**config.mk**
```make
export PLATFORM = sky130hd
export DESIGN_NAME = seg_scan_decoder
export DESIGN_NICKNAME = d
export VERILOG_FILES = /design/src/rtl/seg_pkg.sv /design/src/rtl/seg_pattern_decode.sv /design/src/rtl/seg_scan_decoder.sv
export SDC_FILE = /design/constraint.sdc
export NUM_CORES = 1
export LEC_CHECK = 0
export BUFFER_PORTS_ARGS = -buffer_cell sky130_fd_sc_hd__buf_2
export CAP_MARGIN = 20
export CORE_MARGIN = 3
export CORE_UTILIZATION = 40
export CTS_CLUSTER_DIAMETER = 150
export DETAILED_ROUTE_END_ITERATION = 16
export GPL_ROUTABILITY_DRIVEN = 0
export PLACE_DENSITY = 0.71
export SYNTH_ARGS = -nofsm -noshare
export SYNTH_HDL_FRONTEND = slang
export SYNTH_SLANG_ARGS = --single-unit
```
**constraint.sdc**
```tcl
create_clock -name clk -period 1.8 [get_ports clk]
set_clock_uncertainty 0.05 [all_clocks]
set_input_delay 0.36 -clock clk [delete_from_list [all_inputs] [get_ports clk]]
set_output_delay 0.36 -clock clk [all_outputs]
set_load 0.01 [all_outputs]
```
**src/rtl/seg_pkg.sv**
```systemverilog
// Shared constants and types for the 7-segment scan decoder: segment patterns
// (bit 6 = a ... bit 0 = g), decimal-point bit position and the scan FSM states.
package seg_pkg;

    localparam int DIGITS_DEFAULT = 4;
    localparam int SEG_DP_BIT     = 0;

    localparam logic [6:0] SEG_0 = 7'h7E;
    localparam logic [6:0] SEG_1 = 7'h30;
    localparam logic [6:0] SEG_2 = 7'h6D;
    localparam logic [6:0] SEG_3 = 7'h79;
    localparam logic [6:0] SEG_4 = 7'h33;
    localparam logic [6:0] SEG_5 = 7'h5B;
    localparam logic [6:0] SEG_6 = 7'h5F;
    localparam logic [6:0] SEG_7 = 7'h70;
    localparam logic [6:0] SEG_8 = 7'h7F;
    localparam logic [6:0] SEG_9 = 7'h7B;
    localparam logic [6:0] SEG_A = 7'h77;
    localparam logic [6:0] SEG_B = 7'h1F;
    localparam logic [6:0] SEG_C = 7'h4E;
    localparam logic [6:0] SEG_D = 7'h3D;
    localparam logic [6:0] SEG_E = 7'h4F;
    localparam logic [6:0] SEG_F = 7'h47;

    typedef enum logic [1:0] {
        IDLE     = 2'd0,
        SETTLE   = 2'd1,
        CAPTURED = 2'd2
    } scan_state_e;

endpackage : seg_pkg

```
**src/rtl/seg_pattern_decode.sv**
```systemverilog
// Combinational lookup from a 7-bit segment pattern to a hex symbol.
// Only exact matches are valid; every other pattern reports valid_o = 0.
module seg_pattern_decode
    import seg_pkg::*;
(
    input  logic [6:0] pattern_i,
    output logic       valid_o,
    output logic [3:0] symbol_o
);

    // NOTE: every output gets a default before the case so no latch is inferred.
    always_comb begin
        valid_o  = 1'b1;
        symbol_o = 4'h0;
        case (pattern_i)
            SEG_0:   symbol_o = 4'h0;
            SEG_1:   symbol_o = 4'h1;
            SEG_2:   symbol_o = 4'h2;
            SEG_3:   symbol_o = 4'h3;
            SEG_4:   symbol_o = 4'h4;
            SEG_5:   symbol_o = 4'h5;
            SEG_6:   symbol_o = 4'h6;
            SEG_7:   symbol_o = 4'h7;
            SEG_8:   symbol_o = 4'h8;
            SEG_9:   symbol_o = 4'h9;
            SEG_A:   symbol_o = 4'hA;
            SEG_B:   symbol_o = 4'hB;
            SEG_C:   symbol_o = 4'hC;
            SEG_D:   symbol_o = 4'hD;
            SEG_E:   symbol_o = 4'hE;
            SEG_F:   symbol_o = 4'hF;
            default: valid_o  = 1'b0;
        endcase
    end

endmodule : seg_pattern_decode

```
**src/rtl/seg_scan_decoder.sv**
```systemverilog
// Observes a multiplexed 7-segment bus and rebuilds the per-digit symbol and dp.
// A capture happens once per stable period; frame_valid marks a full set of digits.
module seg_scan_decoder
    import seg_pkg::*;
#(
    parameter int DIGITS     = DIGITS_DEFAULT,
    parameter int STABLE_CYC = 4
) (
    input  logic                  clk,
    input  logic                  rst,
    input  logic [7:0]            seg_in,
    input  logic [DIGITS-1:0]     com_in,
    output logic [4*DIGITS-1:0]   symbols_out,
    output logic [DIGITS-1:0]     dp_out,
    output logic [DIGITS-1:0]     digit_err,
    output logic                  frame_valid,
    output logic                  com_err
);

    localparam int              CW      = $clog2(STABLE_CYC + 1);
    localparam logic [CW-1:0]   CNT_MAX = CW'(STABLE_CYC);
    localparam logic [CW-1:0]   CNT_PRE = CW'(STABLE_CYC - 1);

    scan_state_e          state_q, state_d;
    logic [7:0]           seg_q;
    logic [DIGITS-1:0]    com_q;
    logic [CW-1:0]        cnt_q, cnt_d;
    logic [4*DIGITS-1:0]  symbols_q, symbols_d;
    logic [DIGITS-1:0]    dp_q, dp_d;
    logic [DIGITS-1:0]    err_q, err_d;
    logic [DIGITS-1:0]    seen_q, seen_d, seen_next;
    logic                 frame_q, frame_d;
    logic                 com_err_q, com_err_d;

    logic                 changed;
    logic                 com_in_onehot;
    logic                 com_q_multi;
    logic                 reach;
    logic                 capture;
    logic                 dec_valid;
    logic [3:0]           dec_symbol;

    seg_pattern_decode u_decode (
        .pattern_i (seg_q[7:1]),
        .valid_o   (dec_valid),
        .symbol_o  (dec_symbol)
    );

    assign changed       = (seg_in != seg_q) || (com_in != com_q);
    assign com_in_onehot = (com_in != '0) && ((com_in & (com_in - DIGITS'(1))) == '0);
    assign com_q_multi   = (com_q != '0) && ((com_q & (com_q - DIGITS'(1))) != '0);
    // True on the edge where the stability counter reaches STABLE_CYC.
    assign reach         = !changed && (cnt_q == CNT_PRE);
    assign capture       = (state_q == SETTLE) && reach;
    assign cnt_d         = changed ? '0 : ((cnt_q == CNT_MAX) ? cnt_q : cnt_q + CW'(1));

    // State register
    // NOTE: sequential state uses non-blocking assignments only.
    always_ff @(posedge clk or posedge rst) begin
        if (rst) begin
            state_q <= IDLE;
        end else begin
            state_q <= state_d;
        end
    end

    // Next-state logic
    always_comb begin
        state_d = state_q;
        if (changed) begin
            state_d = com_in_onehot ? SETTLE : IDLE;
        end else if (capture) begin
            state_d = CAPTURED;
        end
    end

    // Output / datapath next-state logic
    always_comb begin
        symbols_d = symbols_q;
        dp_d      = dp_q;
        err_d     = err_q;
        seen_d    = seen_q;
        seen_next = seen_q;
        frame_d   = 1'b0;
        com_err_d = (state_q == IDLE) && reach && com_q_multi;
        if (capture) begin
            for (int i = 0; i < DIGITS; i++) begin
                if (com_q[i]) begin
                    symbols_d[4*i +: 4] = dec_valid ? dec_symbol : 4'h0;
                    err_d[i]            = !dec_valid;
                    dp_d[i]             = seg_q[SEG_DP_BIT];
                end
            end
            seen_next = seen_q | com_q;
            if (&seen_next) begin
                frame_d = 1'b1;
                seen_d  = '0;
            end else begin
                seen_d  = seen_next;
            end
        end
    end

    always_ff @(posedge clk or posedge rst) begin
        if (rst) begin
            seg_q     <= '0;
            com_q     <= '0;
            cnt_q     <= '0;
            symbols_q <= '0;
            dp_q      <= '0;
            err_q     <= '0;
            seen_q    <= '0;
            frame_q   <= 1'b0;
            com_err_q <= 1'b0;
        end else begin
            seg_q     <= seg_in;
            com_q     <= com_in;
            cnt_q     <= cnt_d;
            symbols_q <= symbols_d;
            dp_q      <= dp_d;
            err_q     <= err_d;
            seen_q    <= seen_d;
            frame_q   <= frame_d;
            com_err_q <= com_err_d;
        end
    end

    assign symbols_out = symbols_q;
    assign dp_out      = dp_q;
    assign digit_err   = err_q;
    assign frame_valid = frame_q;
    assign com_err     = com_err_q;

endmodule : seg_scan_decoder

```
==> results of run 1 <==
## metrics by stage
stage | TNS [ns] | instance area [µm²]
after floorplan | -2.182 | 2371
after global placement | -6.722 | 2942
after detailed placement | -7.679 | 2942
after CTS | -2.970 | 3218
after global routing | -6.646 | 3304
final | -4.029 | 3304
## worst max-delay path, delay by kind of cell, from the launching register on
kind,cells,cell delay [ns]
DFF,1,0.41
buffers and inverters,2,0.33
and+or+nand+nor,3,0.65
muxes,1,0.27
xor gates and xnor gates,1,0.17
## cell type report
class                   instances  area, µm²  area share, %
well taps                      72      90.09          2.726
multi-input cells             139       1185          35.86
clock inverters                 3      22.52         0.6816
inverters                       9      33.78          1.022
clock buffers                   5      68.82          2.083
flip-flops and latches         47       1177          35.63
repair buffers                 99      726.9          22.00
## power breakdown
group,leakage (µW),switching [µW],internal [µW]
registers,0.000605,21.1,1070
clock network,0.0000489,390,282
logic,0.000998,136,127
## path summary, 6_finish.rpt
check / startpoint / end / cells after the start
worst max-delay path: seg_q[1] / symbols_out[11] / 7
worst min-delay path: seg_in[0] / seg_q[0] / 1
worst max register to register: seg_q[1] / symbols_out[11] / 7
worst min register to register: symbols_out[12] / symbols_out[12] / 1
max in group asynchronous: rst / symbols_out[15] / 4
min in group asynchronous: rst / digit_err[0] / 3
## kinds of logic after synthesis
logic type	count (synthesis)	share of synthesized area (%)
buf+inv	22	4.485
xor+xnor	15	5.541
flops	47	49.60
compound gates	38	10.66
fa+ha+maj	4	2.005
mux	24	11.40
simple gates	58	16.31
## routing by layer
layer	part of all wire, %	vias to the layer above	routed length [µm]	global-route usage (%)
met4	1.5	0	93	5.646
met5	0	-	0	0
met2	50	53	3055	30.10
met1	43	981	2641	23.42
li1	-	934	-	-
met3	4.9	10	301	4.365
## sequential cells by signal, indices dropped and copies added, names as in the netlist
| register | count |
|---|---|
| seg_q | 8 |
| symbols_out | 16 |
| digit_err | 4 |
| seen_q | 4 |
| com_err | 1 |
| cnt_q | 3 |
| state_q | 2 |
| com_q | 4 |
| frame_valid | 1 |
| dp_out | 4 |
## synthesized netlist by cell type, drive strengths merged (5+ instances only)
cell and n:
o21ai 7, nor2 6, nand2b 5, xnor2 15
nand4 9, buf 7, dfrtp 47, mux2 24
nand3 6, a21oi 9, inv 9, clkbuf 6
nand2 11
## timing repair
| item | CTS | global route |
|---|---|---|
| buffers inserted | 8 | 5 |
| endpoints found under the hold margin | 14 | 0 |
| pin swaps | 12 | 5 |
| resized for setup | 22 | 12 |
| setup endpoints to repair | 29 | 31 |
| hold buffers | 1 | 0 |
==> summary.md, run 1 <==
| Metric | Value |
|---|---|
| Status | finished, violations left |
| Failing checks | negative setup slack |
| Final Hold Fails | 0 |
| Final core utilization | 58.92% |
| Total CTS buffers | 5 |
| Worst-Margin Slew | 0.4708 ns |
| Via Count | 1978 |
| Lkg Pwr | 0.001652 µW |
| PnR worst setup slack | -0.1830 ns |
| Syn nets | 225 |
| Post-Syn Area | 2371 µm² |
| DIE HEIGHT | 82.99 µm |
| Critical path arrival | 2.13 ns |
| Die W | 82.99 µm |
| Post-synthesis register bit count | 47 |
| I/O pin count | 40 |
| Sequential area share after synthesis | 49.60% |
| Startpoint types | flip-flop |
| Min Hold Slack | 0.1310 ns |
| Slew Viols, Final | 0 |
| Tmin final | 1.983 ns |
| Largest net degree at the start of global routing | 19 |
| GRT Overall Usage | 18.16% |
| Buffers on Ports | 39 |
| Vias in the first global route | 2111 |
| Distinct cells, synth | 47 |
| Initial antenna violation count | 0 |
| Routed wire length per instance | 16.29 µm |
| Placed wire-length estimate | 4.215 mm |
| Synth warn | 0 |
| Drt initial violations | 164 |
| Tot Pwr | 2026 µW |
| Antenna cell count | 0 |
| Area added between synthesis and finish | 39.37% |
| Slew HR | 68.62% |
| R2r setup slk | -0.18 ns |
| Critical path's largest stage delay | 0.41 ns |
| Commonest non-fill, non-tap cell in the layout | dfrtp_1 |
| Leading cell types in the layout, fill and taps excluded | dfrtp_1 (46), buf_4 (45), buf_2 (39), mux2_2 (24), xnor2_1 (13) |
| Setup CP Type | reg -> reg |
| Period utilisation layout | 110.2% |
| CTS HTree Levels | 2 |
| Placeable Area | 5608 µm² |
| Detailed Routing Iterations Pass 1 | 4 |
| Crit-path max FO | 6 |
| Top cells by area, synth | dfrtp_1 (50%), mux2_2 (11%), xnor2_1 (5.5%) |
| Critical Path RT | 1.95 ns |
| Critical path endpoint category | flip-flop |
| Primary FF master, synth | dfrtp_1 |
| Setup WS pre-CTS | -0.3634 ns |
| CTS Sinks | 47 |
| Post-DRT Antenna Nets | 0 |
| Max-Cap Viols | 0 |
| Root Buffer | clkbuf_8 |
| Mapped Cells | 208 |
| Mean Syn Cell Area | 11.40 µm² |
| Initial cell density of the core | 42.28% |
| Post-synth EDFFs | 0 |
| Total global routing overflow | 0 |
| CTS tree | yes |
| CP cell instances | xnor2_1 > nand4_1 > nor3_4 > buf_12 > nand4_4 > buf_6 > mux2_2 |
| Share of layout cells above drive strength 1 | 50.00% |
| Filler cell count | 478 |
| Worst Hold Class | in -> reg |
| DRC errors left | 0 |
| Max stage delay cell, worst path | dfrtp_1 |
| Cell taking the most area after synthesis | dfrtp_1 |
| Share of the synthesized area in the top cell type | 49.60% |
| Latest clock arrival within the worst-skew pair | 0.31 ns |
| Synth async-reset ratio | 100.0% |
| # rows | 27 |
| Vias/cell | 5.289 |
| Max VDD drop | 440.2 µV |
| Cells after DPL | 352 |
| Final Non-Filler Cells | 374 |
| WL final | 6.093 mm |
| Max Clk Rate | 0.5043 GHz |
| Die area | 6887 µm² |
| Final setup vio count | 29 |
| NumNets Final | 318 |
| Pwr/cell area | 613.2 nW/µm² |
| Clock transition at the registers of the reported paths | 0.10 ns |
| Max clock buf depth | 2 |
| Global-route wire length before repair | 10.22 mm |
| RSZ-0062 raised after global routing | yes |
No activity file was read; power rests on OpenSTA's default activity.
==> run 2, diff against run 1 <==
==> constraint.sdc (replaced) <==
create_clock -name clk -period 1.8 [get_ports clk]
set_clock_uncertainty 0.05 [all_clocks]
set_input_delay 0 -clock clk [delete_from_list [all_inputs] [get_ports clk]]
set_output_delay 0 -clock clk [all_outputs]
set_load 0.01 [all_outputs]
==> summary.md, run 2 (synthesis results as in run 1) <==
| Metric | Value |
|---|---|
| Drt initial violations | 147 (-10%) |
| Detailed Routing Iterations Pass 1 | 4 (unchanged) |
| Share of layout cells above drive strength 1 | 44.33% (-5.7 points) |
| Die area | 6887 µm² (unchanged) |
| Status | finished, violations left |
| Max VDD drop | 458.0 µV (+4.0%) |
| Clk pwr share | 33.2% (about the same) |
| CTS tree | yes |
| Slew Viols, Final | 0 (unchanged) |
| Total global routing overflow | 0 (unchanged) |
| Routed wire length per instance | 14.40 µm (-12%) |
| Post-DRT Antenna Nets | 0 (unchanged) |
| Commonest non-fill, non-tap cell in the layout | dfrtp_1 |
| Cells after DPL | 339 (-3.7%) |
| Tmin final | 1.935 ns (-0.04771 ns) |
| Min Hold Slack | 0.04845 ns (-0.08255 ns) |
| Switching pwr | 475.6 µW (-13%) |
| Critical path endpoint category | flip-flop |
| Lkg Pwr | 0.001640 µW (-0.73%) |
| Final Hold Fails | 0 (unchanged) |
| Setup CP Type | reg -> reg |
| Max clock buf depth | 2 (unchanged) |
| DIE HEIGHT | 82.99 µm (unchanged) |
| RSZ-0062 raised after global routing | yes |
| Crit-path max FO | 4 (-2) |
| Max-Cap Viols | 0 (unchanged) |
| PnR worst setup slack | -0.1353 ns (+0.04771 ns) |
| Largest net degree at the start of global routing | 48 (+29) |
| Startpoint types | flip-flop |
| Via Count | 1913 (-3.3%) |
| Latest clock arrival within the worst-skew pair | 0.29 ns (-0.02 ns) |
| Final Non-Filler Cells | 372 (-0.53%) |
| Die W | 82.99 µm (unchanged) |
| Final setup vio count | 24 (-17%) |
| Leading cell types in the layout, fill and taps excluded | dfrtp_1 (47), buf_2 (39), buf_4 (37), mux2_2 (24) |
| Buffers on Ports | 39 (unchanged) |
| Placed wire-length estimate | 3.711 mm (-12%) |
| # rows | 27 (unchanged) |
| Antenna cell count | 0 (unchanged) |
| DRC errors left | 0 (unchanged) |
| Max reg flops | 16 (unchanged) |
| Clock transition at the registers of the reported paths | 0.08 ns (-0.02 ns) |
| Worst Hold Class | in -> reg |
| GRT Overall Usage | 16.85% (-1.3 points) |
| Critical path arrival | 2.07 ns (-0.06 ns) |
| Critical R2R Capture | digit_err[2] |
| CTS Sinks | 47 (unchanged) |
| Vias/cell | 5.142 (-2.8%) |
| Min-Delay Startpoint | com_in[2] |
| Storage element area | 1176 µm² (-0.11%) |
| Comb power frac | 13.2% (+0.2 points) |
| Area added between synthesis and finish | 37.68% |
| Final core utilization | 58.21% (-0.71 points) |
| Global-route wire length before repair | 9.446 mm (-7.6%) |
| Root Buffer | clkbuf_8 |
| Initial antenna violation count | 0 (unchanged) |
| Hold Path Sink | state_q[0] |
| Failing checks | negative setup slack |
| NumNets Final | 316 (-0.63%) |
| Hold path depth | 4 (+3) |
| Period utilisation layout | 107.5% (-2.7 points) |
| I/O pin count | 40 (unchanged) |
| Filler cell count | 477 (-0.21%) |
| Worst reg2reg startpoint | seg_q[1] |
| Sw Ratio | 23.41% (-3.6 points) |
| Reg2reg path depth | 6 (-1) |
| Area of the multi-input gates | 1171 µm² (-1.2%) |
| Placeable Area | 5608 µm² (unchanged) |
| Reg power frac | 53.6% (-0.3 points) |
| Critical Path RT | 1.93 ns (-0.02 ns) |
| R2r setup slk | -0.14 ns (+0.05 ns) |
| Vias in the first global route | 1949 (-7.7%) |
| CTS HTree Levels | 2 (unchanged) |
| Pwr/cell area | 622.3 nW/µm² (+1.5%) |
| WL final | 5.356 mm (-12%) |
| Total CTS buffers | 5 (unchanged) |
| Slew HR | 59.75% (-8.9 points) |
| Pint | 1556 µW (+5.2%) |
| Setup WS pre-CTS | -0.2058 ns (+0.1576 ns) |
| Initial cell density of the core | 42.28% (unchanged) |
| Max Clk Rate | 0.5167 GHz (+2.5%) |
| Worst-Margin Slew | 0.5944 ns (+0.1237 ns) |
-- run 2: changes by cell type in the layout (fill, tap and decap cells not counted), sizes merged --
cell,before,now
buf,98,84
clkbuf,5,8
clkinv,1,0
dlygate4sd3,1,13
inv,11,9
-- run 2: cell type report --
type                    instances  area share [%]
clock buffers                   8           3.066
inverters                       9           1.035
multi-input cells             139           35.88
flip-flops and latches         47           36.03
well taps                      72           2.760
repair buffers                 97           21.23
-- run 2: stage by stage --
stage	total power [µW]	setup TNS (ns)	area (µm²)
after floorplan	1236	-2.182	2371
after global placement	1320	-2.612	2831
after detailed placement	1323	-3.134	2831
after CTS	2047	-1.940	3182
after global routing	2135	-4.206	3264
final	2031	-1.614	3264
-- run 2: how the worst max path moves through the flow --
| stage | endpoint | cells past startpoint | from |
|---|---|---|---|
| after floorplan | digit_err[0] | 6 | seg_q[1] |
| after global placement | digit_err[3] | 6 | seg_q[2] |
| after detailed placement | symbols_out[12] | 5 | seg_q[2] |
| after CTS | symbols_out[15] | 7 | com_q[2] |
| after global routing | digit_err[0] | 6 | seg_q[1] |
| final | digit_err[2] | 6 | seg_q[1] |
-- run 2: critical path: stages (launching register included) --
cell	delay [ns]
dfrtp_1	0.41
buf_4	0.15
or3_1	0.39
o32a_1	0.35
nand2_1	0.12
a211oi_4	0.07
mux2_2	0.28
-- run 2: per-layer routing --
metal,global-route usage [%],share of wire (%)
met5,0,0
met3,4.167,3.8
met4,5.795,1.5
met2,27.19,49
met1,22.11,45
-- run 2: repair_timing --
action                                 in CTS  in global routing
buffers inserted                            8                  4
endpoints found under the hold margin      59                  0
pin swaps                                   6                  8
resized for setup                          14                 12
setup endpoints to repair                  28                 30
hold buffers                               13                  0
-- run 2: power groups by stage --
stage	registers, µW	clock network, µW	logic, µW
2_1_floorplan	1100	0	132
3_3_place_gp	1110	0	214
3_5_place_dp	1110	0	216
4_1_cts	1090	702	257
5_1_grt	1090	747	298
6_report	1090	675	268
==> run 3, diff against run 2 <==
Settings changed: PLACE_DENSITY 0.71 to 0.69.
Clock period 1.8 ns to 2.1 ns, I/O delays scaled along.
==> summary.md, run 3 (synthesis results as in run 1) <==
| Metric | Value |
|---|---|
| Worst Hold Class | in -> async |
| Root Buffer | clkbuf_8 |
| Share of layout cells above drive strength 1 | 37.18% (-7.1 points) |
| Initial antenna violation count | 0 (unchanged) |
| CTS Sinks | 47 (unchanged) |
| Commonest non-fill, non-tap cell in the layout | dfrtp_1 |
| Max-Cap Viols | 0 (unchanged) |
| Max Clk Rate | 0.4902 GHz (-5.1%) |
| Vias in the first global route | 1800 (-7.6%) |
| Vias/cell | 5.120 (-0.43%) |
| WL final | 5.112 mm (-4.6%) |
| Cells after DPL | 325 (-4.1%) |
| Die W | 82.99 µm (unchanged) |
| Antenna cell count | 0 (unchanged) |
| DRC errors left | 0 (unchanged) |
| Total CTS buffers | 5 (unchanged) |
| R2r setup slk | 0.06 ns (+0.20 ns) |
| RSZ-0062 raised after global routing | yes |
| Area added between synthesis and finish | 28.97% |
| # rows | 27 (unchanged) |
| Latest clock arrival within the worst-skew pair | 0.30 ns (about the same) |
| Setup CP Type | reg -> reg |
| Critical path endpoint category | flip-flop |
| Critical path arrival | 2.18 ns (+0.11 ns) |
| Buffers on Ports | 39 (unchanged) |
| Startpoint types | flip-flop |
| Initial cell density of the core | 42.28% (unchanged) |
| Area of the multi-input gates | 1134 µm² (-3.2%) |
| Total global routing overflow | 0 (unchanged) |
| Max clock buf depth | 2 (unchanged) |
| Period utilisation layout | 97.15% (-10 points) |
| Slew HR | 57.42% (-2.3 points) |
| Slew Viols, Final | 0 (unchanged) |
| Routed wire length per instance | 14.65 µm (+1.7%) |
| Drt initial violations | 61 (-59%) |
| Final setup vio count | 0 (-100%) |
| CTS HTree Levels | 2 (unchanged) |
| Die area | 6887 µm² (unchanged) |
| Placed wire-length estimate | 3.692 mm (-0.51%) |
| Lkg Pwr | 0.001517 µW (-7.5%) |
| Via Count | 1787 (-6.6%) |
| Reg2reg path depth | 6 (unchanged) |
| Post-DRT Antenna Nets | 0 (unchanged) |
| Global-route wire length before repair | 8.797 mm (-6.9%) |
| Leading cell types in the layout, fill and taps excluded | dfrtp_1 (47), buf_2 (39), mux2_2 (23), buf_4 (20) |
| Placeable Area | 5608 µm² (unchanged) |
| GRT Overall Usage | 15.69% (-1.2 points) |
| Tot Pwr | 1803 µW (-11%) |
| Max reg flops | 16 (unchanged) |
| Storage element area | 1176 µm² (unchanged) |
| Tmin final | 2.040 ns (+0.1049 ns) |
| Worst reg2reg startpoint | seg_q[6] |
| Worst-Margin Slew | 0.6378 ns (+0.04340 ns) |
| DIE HEIGHT | 82.99 µm (unchanged) |
| Final Non-Filler Cells | 349 (-6.2%) |
| Crit-path max FO | 7 (+3) |
| Pwr/cell area | 589.8 nW/µm² (-5.2%) |
| Max VDD drop | 444.5 µV (-2.9%) |
| Setup TNS | 0 ns (+1.614 ns) |
| NumNets Final | 293 (-7.3%) |
| Final Hold Fails | 0 (unchanged) |
| CTS tree | yes |
| Clock transition at the registers of the reported paths | 0.08 ns (about the same) |
| Status | completed |
| Largest net degree at the start of global routing | 32 (-33%) |
| Detailed Routing Iterations Pass 1 | 4 (unchanged) |
| Critical Path RT | 2.24 ns (+0.31 ns) |
| Filler cell count | 502 (+5.2%) |
| I/O pin count | 40 (unchanged) |
| Critical R2R Capture | symbols_out[12] |
| Min Hold Slack | 0.2872 ns (+0.2387 ns) |
[run 3: cell count changes in the layout (fill, tap and decap cells not counted), moves of 2 or more]
cell     previous run  this run
o21ai_1             2         0
nand4_4             1         3
nand4_2             3         1
o21ai_0             5         7
buf_4              37        20
buf_6               8         1
ha_1                1         3
[run 3: worst max-delay path: stages, from the launching register on]
cell	delay, ns
dfrtp_1	0.44
xnor2_2	0.16
nand4_1	0.19
nor3_4	0.44
buf_6	0.17
nand4_4	0.14
mux2_4	0.34
[run 3: power breakdown]
group / internal, µW / total (µW) / leakage, µW / switching (µW)
registers: 918 / 933 / 0.000606 / 15.2
logic: 94.1 / 201 / 0.000850 / 107
clock network: 385 / 670 / 0.0000612 / 285
total: 1400 / 1800 / 0.00152 / 407
[run 3: what timing repair did]
item | 4_1_cts | 5_1_grt
resized for setup | 0 | 8
endpoints found under the hold margin | 41 | 0
buffers inserted | 0 | 3
setup endpoints to repair | 0 | 24
hold buffers | 13 | 0
[run 3: metrics by stage]
step           cell area, µm²  worst slack, ns  utilization (%)
6_report                 3058          0.05985            54.53
5_1_grt                  3058         -0.06714            54.53
4_1_cts                  2987          0.03663            53.26
3_5_place_dp             2739          0.05284            48.84
3_3_place_gp             2739          0.08996            48.84
2_1_floorplan            2371           0.2091                -
[run 3: layout make-up]
| type | count | share of cell area [%] |
|---|---|---|
| clock buffer | 6 | 2.700 |
| timing repair buffer | 74 | 16.57 |
| clock inverter | 2 | 1.146 |
| tap | 72 | 2.946 |
| inverter | 9 | 1.105 |
| sequential | 47 | 38.46 |
| multi-input combinational | 139 | 37.07 |
[run 3: worst max path at each step]
stage              from               to  slack (ns)
2_1_floorplan  seg_q[1]     digit_err[0]        0.21
3_3_place_gp   seg_q[4]   symbols_out[3]        0.09
3_5_place_dp   seg_q[2]   symbols_out[0]        0.05
4_1_cts        seg_q[2]   symbols_out[0]        0.04
5_1_grt        seg_q[6]        dp_out[2]       -0.07
6_report       seg_q[6]  symbols_out[12]        0.06
[run 3: per-layer routing]
layer  up-vias  share of wire (%)  track usage, %
met1       861                 47           20.75
met3         9                2.5           3.075
met4         0                2.0           6.241
li1        889                  -               -
met2        28                 49           25.29
met5         -                  0               0
